**src/rtl/key_pkg.sv**
```systemverilog
// Shared types and constants for the push-button debounce slice.
package key_pkg;

    typedef enum logic [1:0] {
        RELEASED     = 2'd0,
        PRESS_PEND   = 2'd1,
        PRESSED      = 2'd2,
        RELEASE_PEND = 2'd3
    } key_state_t;

    localparam logic KEY_ACTIVE_LEVEL = 1'b0;
    localparam int   SYNC_STAGES      = 2;

endpackage

```
**src/rtl/key_debounce_ch.sv**
```systemverilog
// One key channel: two-flop synchroniser, debounce FSM, debounce and long-hold counters.
//
// state        | meaning
// RELEASED     | key accepted as released, waiting for a press sample
// PRESS_PEND   | press seen, counting stable cycles before accepting it
// PRESSED      | key accepted as pressed, hold counter running toward long press
// RELEASE_PEND | release seen, counting stable cycles before accepting it
module key_debounce_ch
    import key_pkg::*;
#(
    parameter int DEBOUNCE_CYCLES = 4_000_000,
    parameter int LONG_CYCLES     = 200_000_000
) (
    input  logic sys_clk,
    input  logic rst_n,
    input  logic key_raw,
    output logic key_level,
    output logic key_press,
    output logic key_release,
    output logic key_long
);

    localparam int CNT_W  = $clog2(DEBOUNCE_CYCLES);
    localparam int HOLD_W = $clog2(LONG_CYCLES + 1);
    localparam logic [CNT_W-1:0]  CNT_LAST  = CNT_W'(DEBOUNCE_CYCLES - 1);
    localparam logic [HOLD_W-1:0] HOLD_LAST = HOLD_W'(LONG_CYCLES - 1);
    localparam logic [HOLD_W-1:0] HOLD_SAT  = HOLD_W'(LONG_CYCLES);

    logic [SYNC_STAGES-1:0] sync;
    logic                   s;
    key_state_t             state;
    logic [CNT_W-1:0]       cnt;
    logic [HOLD_W-1:0]      hold_cnt;

    always_ff @(posedge sys_clk) begin
        if (!rst_n) begin
            sync <= '1;
        end else begin
            sync <= {sync[SYNC_STAGES-2:0], key_raw};
        end
    end

    assign s = (sync[SYNC_STAGES-1] == KEY_ACTIVE_LEVEL);

    always_ff @(posedge sys_clk) begin
        if (!rst_n) begin
            state       <= RELEASED;
            cnt         <= '0;
            hold_cnt    <= '0;
            key_level   <= 1'b0;
            key_press   <= 1'b0;
            key_release <= 1'b0;
            key_long    <= 1'b0;
        end else begin
            key_press   <= 1'b0;
            key_release <= 1'b0;
            key_long    <= 1'b0;
            case (state)
                RELEASED: begin
                    if (s) begin
                        state <= PRESS_PEND;
                        cnt   <= '0;
                    end
                end
                PRESS_PEND: begin
                    if (!s) begin
                        state <= RELEASED;
                        cnt   <= '0;
                    end else if (cnt == CNT_LAST) begin
                        state     <= PRESSED;
                        cnt       <= '0;
                        hold_cnt  <= '0;
                        key_level <= 1'b1;
                        key_press <= 1'b1;
                    end else begin
                        cnt <= cnt + 1'b1;
                    end
                end
                PRESSED: begin
                    // HOLD_SAT doubles as the "long already fired" marker for this press
                    if (!s) begin
                        state <= RELEASE_PEND;
                        cnt   <= '0;
                    end else if (hold_cnt == HOLD_LAST) begin
                        hold_cnt <= HOLD_SAT;
                        key_long <= 1'b1;
                    end else if (hold_cnt != HOLD_SAT) begin
                        hold_cnt <= hold_cnt + 1'b1;
                    end
                end
                RELEASE_PEND: begin
                    if (s) begin
                        state <= PRESSED;
                        cnt   <= '0;
                    end else if (cnt == CNT_LAST) begin
                        state       <= RELEASED;
                        cnt         <= '0;
                        hold_cnt    <= '0;
                        key_level   <= 1'b0;
                        key_release <= 1'b1;
                    end else begin
                        cnt <= cnt + 1'b1;
                    end
                end
                default: begin
                    state <= RELEASED;
                    cnt   <= '0;
                end
            endcase
        end
    end

endmodule

```
**src/rtl/key_debounce.sv**
```systemverilog
// Push-button bank conditioner: one independent debounce channel per raw key.
module key_debounce
    import key_pkg::*;
#(
    parameter int N_KEYS          = 4,
    parameter int DEBOUNCE_CYCLES = 4_000_000,
    parameter int LONG_CYCLES     = 200_000_000
) (
    input  logic              sys_clk,
    input  logic              rst_n,
    input  logic [N_KEYS-1:0] key_raw,
    output logic [N_KEYS-1:0] key_level,
    output logic [N_KEYS-1:0] key_press,
    output logic [N_KEYS-1:0] key_release,
    output logic [N_KEYS-1:0] key_long
);

    for (genvar g = 0; g < N_KEYS; g++) begin : g_ch
        key_debounce_ch #(
            .DEBOUNCE_CYCLES (DEBOUNCE_CYCLES),
            .LONG_CYCLES     (LONG_CYCLES)
        ) u_ch (
            .sys_clk     (sys_clk),
            .rst_n       (rst_n),
            .key_raw     (key_raw[g]),
            .key_level   (key_level[g]),
            .key_press   (key_press[g]),
            .key_release (key_release[g]),
            .key_long    (key_long[g])
        );
    end

endmodule

```
**config.mk**
```make
export PLATFORM = sky130hd
export DESIGN_NAME = key_debounce
export DESIGN_NICKNAME = d
export VERILOG_FILES = /design/src/rtl/key_pkg.sv /design/src/rtl/key_debounce_ch.sv /design/src/rtl/key_debounce.sv
export SDC_FILE = /design/constraint.sdc
export NUM_CORES = 1
export LEC_CHECK = 0
export CAP_MARGIN = 20
export CORE_UTILIZATION = 60
export CTS_CLUSTER_DIAMETER = 40
export CTS_CLUSTER_SIZE = 10
export DETAILED_ROUTE_END_ITERATION = 16
export PLACE_DENSITY = 0.77
export SLEW_MARGIN = 30
export SYNTH_ARGS = -nofsm -noshare
export SYNTH_HDL_FRONTEND = slang
export SYNTH_SLANG_ARGS = --single-unit
```
**constraint.sdc**
```tcl
create_clock -name sys_clk -period 7.24 [get_ports sys_clk]
set_clock_uncertainty 0.15 [all_clocks]
set_input_delay 1.448 -clock sys_clk [delete_from_list [all_inputs] [get_ports sys_clk]]
set_output_delay 1.448 -clock sys_clk [all_outputs]
set_load 0.01 [all_outputs]
```
==> impl_metrics.ini <==
[run_status]
status = completed

[setup_path]
worst-path-buf-inv = 2
start_kind = primary input
r2r-end = g_ch[1].u_ch.hold_cnt[24]
path_cells = buf_4 > buf_4 > nand2_1 > nor2_1 > o21ai_0 > a21bo_2
cpMaxStageDelayCell = buf_4
r2r-start = g_ch[1].u_ch.state[0]
path_delay_family = buffers and inverters
critPathArrivalTime_ns = 3.61
crit_type = primary input to flip-flop
reg2reg_slack_ns = 4.09
worstRegToRegCells = 6
crit_required_ns = 7.55
cp-end-kind = flip-flop
cp_common_cell = buf_4
slowest_delay_ns = 0.64
critPathMaxFanout = 60

[clocking]
cts_inserted_buffers = 38
clk_path_buf_depth = 3
cts_tree = yes
clock-sinks = 232
post_cts_buffers = 0
ctsResizeCount = 0
root_buffer = clkbuf_16
cts-htree-levels = 2
cts_hold_buffers = 0
path_clk_slew_ns = 0.05
clock_latency_ns = 0.51

[cells_and_area]
final_nets = 1652
final_common_cell = dfxtp_1
n_antenna_cell = 0
area_delta_synth_final_pct = 10.63
fin_area_um2 = 14240
layout_common_cells = 232 x dfxtp_1, 165 x nand2_1, 142 x nor2_1
drive_gt1_frac = 0.08007

[sta]
period_needed_ns = 3.301
period_share = 0.4560
worst_slew_pin_slew_ns = 1.005
rsz0062_at_grt = no
fmax_mhz = 302.9
slew_viol_final = 0
setup_viol = 0
fin_ws_ns = 3.939
tns_ns = 0
hold_viol = 0
slew_headroom = 0.3236

[route]
drc = 0
avgRoutedWirePerCell_um = 16.51
num_vias = 12660
avgViaCountPerCell = 6.538
wirelength_mm = 31.96
drt_pass1_iterations = 6
drt-initial-drc-count = 783
ant_nets = 0

[synthesis]
synth-seq-cells = 232
synth-edff-count = 0
ys.flop_type = dfxtp_1
ys_seq_area_frac = 0.3609
async_reset_ff_frac = 0
synth.net_count = 1688
syn-cell-area_um2 = 12870
synth_cell_types = 80
synth_cells = 1670
synth_area_per_cell_um2 = 7.706
yosys_warnings = 0

[placement]
place_ws_ns = 3.448
finalWeightedCongestion = 0.8952
dp_hpwl_mm = 20.47
placed_area_um2 = 13010
io_buffers = 21

[power_and_ir_drop]
vdd_drop_max_uv = 288.3
p_leak_nw = 4.501
p_per_area_nw_per_um2 = 215.8
p_total_w = 0.003073

[grt]
grt_max_degree = 86
grt_pass1_vias = 11560
grt_pass1_wl_mm = 53.94
gr-usage-all-layers = 0.2882
overflow = 0
antenna_found_initial = 0

[worst_hold_path]
worstHoldStart = g_ch[0].u_ch.sync[0]
hold_class = flip-flop to flip-flop
hold_depth = 1
hold_path_end = g_ch[0].u_ch.sync[1]

[floorplan]
core_area_um2 = 21020
pin_count = 22
rows = 53
start_util = 0.6122
fp.dieW_um = 148.5
die_h_um = 148.5
dieArea_um2 = 22040

[job]
cap_violations = 0
[area by class of cell]
type,count,area [um^2]
Tap cell,275,344.1
Fill cell,1744,6784
Timing Repair Buffer,29,267.8
Sequential cell,232,4644
Clock inverter,22,193.9
Multi-Input combinational cell,1299,7639
Clock buffer,45,1018
Inverter,34,130.1
[cells by family (layout without fill, tap and decap cells)]
| family | Yosys count | count (layout) | synth area share |
|---|---|---|---|
| compound gates | 461 | 461 | 0.2299 |
| simple gates | 811 | 811 | 0.3373 |
| buf+inv | 139 | 130 | 0.04939 |
| flops | 232 | 232 | 0.3609 |
| mux | 6 | 6 | 0.004764 |
| xor+xnor | 9 | 9 | 0.006125 |
| fa+ha+maj | 12 | 12 | 0.01167 |
[cells in the mapped netlist (all sizes together), types with 5 or more instances]
library cell,number,area (um^2)
dfxtp,232,4644
nand2,165,619.3
nor2,144,540.5
a21oi,136,680.7
o21ai,112,564.3
nand3,104,520.5
nor3,94,491.7
clkbuf,73,274.0
nand4,61,381.6
a31oi,47,294.0
and3,39,244.0
inv,33,123.9
nor4,33,270.3
buf,32,234.0
a311oi,30,262.8
nand2b,22,137.6
or3,20,125.1
or4,19,150.1
o211a,17,170.2
o21a,17,127.6
or2,17,106.4
and4,16,141.4
and2,13,81.33
a22oi,12,90.09
ha,12,150.1
nor2b,12,75.07
a211oi,10,75.07
nor4b,10,87.58
nand4b,9,78.83
o211ai,9,67.56
o31ai,9,86.33
a21o,8,60.06
nand3b,8,60.06
nor3b,7,52.55
o221a,7,78.83
a22o,6,53.80
xnor2,6,52.55
a21boi,5,37.54
a41oi,5,43.79
mux2i,5,50.05
nor4bb,5,50.05
or3b,5,43.79
or4b,5,50.05
[power by group]
part	switching [W]	total, W	internal, W
logic	0.0000503	0.0000702	0.0000199
registers	0.00000715	0.00129	0.00128
clock network	0.000632	0.00171	0.00108
total	0.000689	0.00307	0.00238
[worst register-to-register path, cell delays in order, from the launching register on]
cell	delay, ns
dfxtp_1	0.58
nand2b_1	0.49
nor2_1	0.20
a21oi_1	0.61
or2_1	0.66
a22oi_1	0.19
o21ai_0	0.19
[stage by stage]
step	std cells	utilization	hold WS, ns
detailed placement	1869	0.6187	0.2447
global placement	1869	0.6176	0.2387
global route	1936	0.6773	0.2790
finish	1936	0.6773	0.2566
floorplan	1670	-	0.2363
CTS	1936	0.6764	0.2556
[flip-flops by register name, summed over array words and instances, names as in the netlist, named ones only]
name	cells
g_ch.u_ch.key_level	4
g_ch.u_ch.cnt	88
g_ch.u_ch.state	4
g_ch.u_ch.sync	8
g_ch.u_ch.key_long	4
g_ch.u_ch.key_press	4
g_ch.u_ch.key_release	4
g_ch.u_ch.hold_cnt	112
[layer usage]
metal / wire (um) / part of all wire / GRT usage / up-vias
li1: - / - / - / 6215
met4: 463 / 0.014 / 0.08969 / 0
met5: 0 / 0 / 0 / -
met3: 1896 / 0.059 / 0.03834 / 40
met2: 15160 / 0.47 / 0.4815 / 378
met1: 14440 / 0.45 / 0.3844 / 6025
[how the worst max path moves through the flow]
stage | end | cells past startpoint | start
6_report | g_ch[1].u_ch.hold_cnt[22] | 6 | rst_n
5_1_grt | g_ch[1].u_ch.hold_cnt[22] | 6 | rst_n
4_1_cts | g_ch[1].u_ch.hold_cnt[22] | 6 | rst_n
3_5_place_dp | g_ch[1].u_ch.hold_cnt[22] | 6 | rst_n
3_3_place_gp | g_ch[2].u_ch.hold_cnt[5] | 6 | rst_n
2_1_floorplan | g_ch[3].u_ch.hold_cnt[19] | 5 | rst_n
Note: power is estimated with default switching activity, not from simulation.
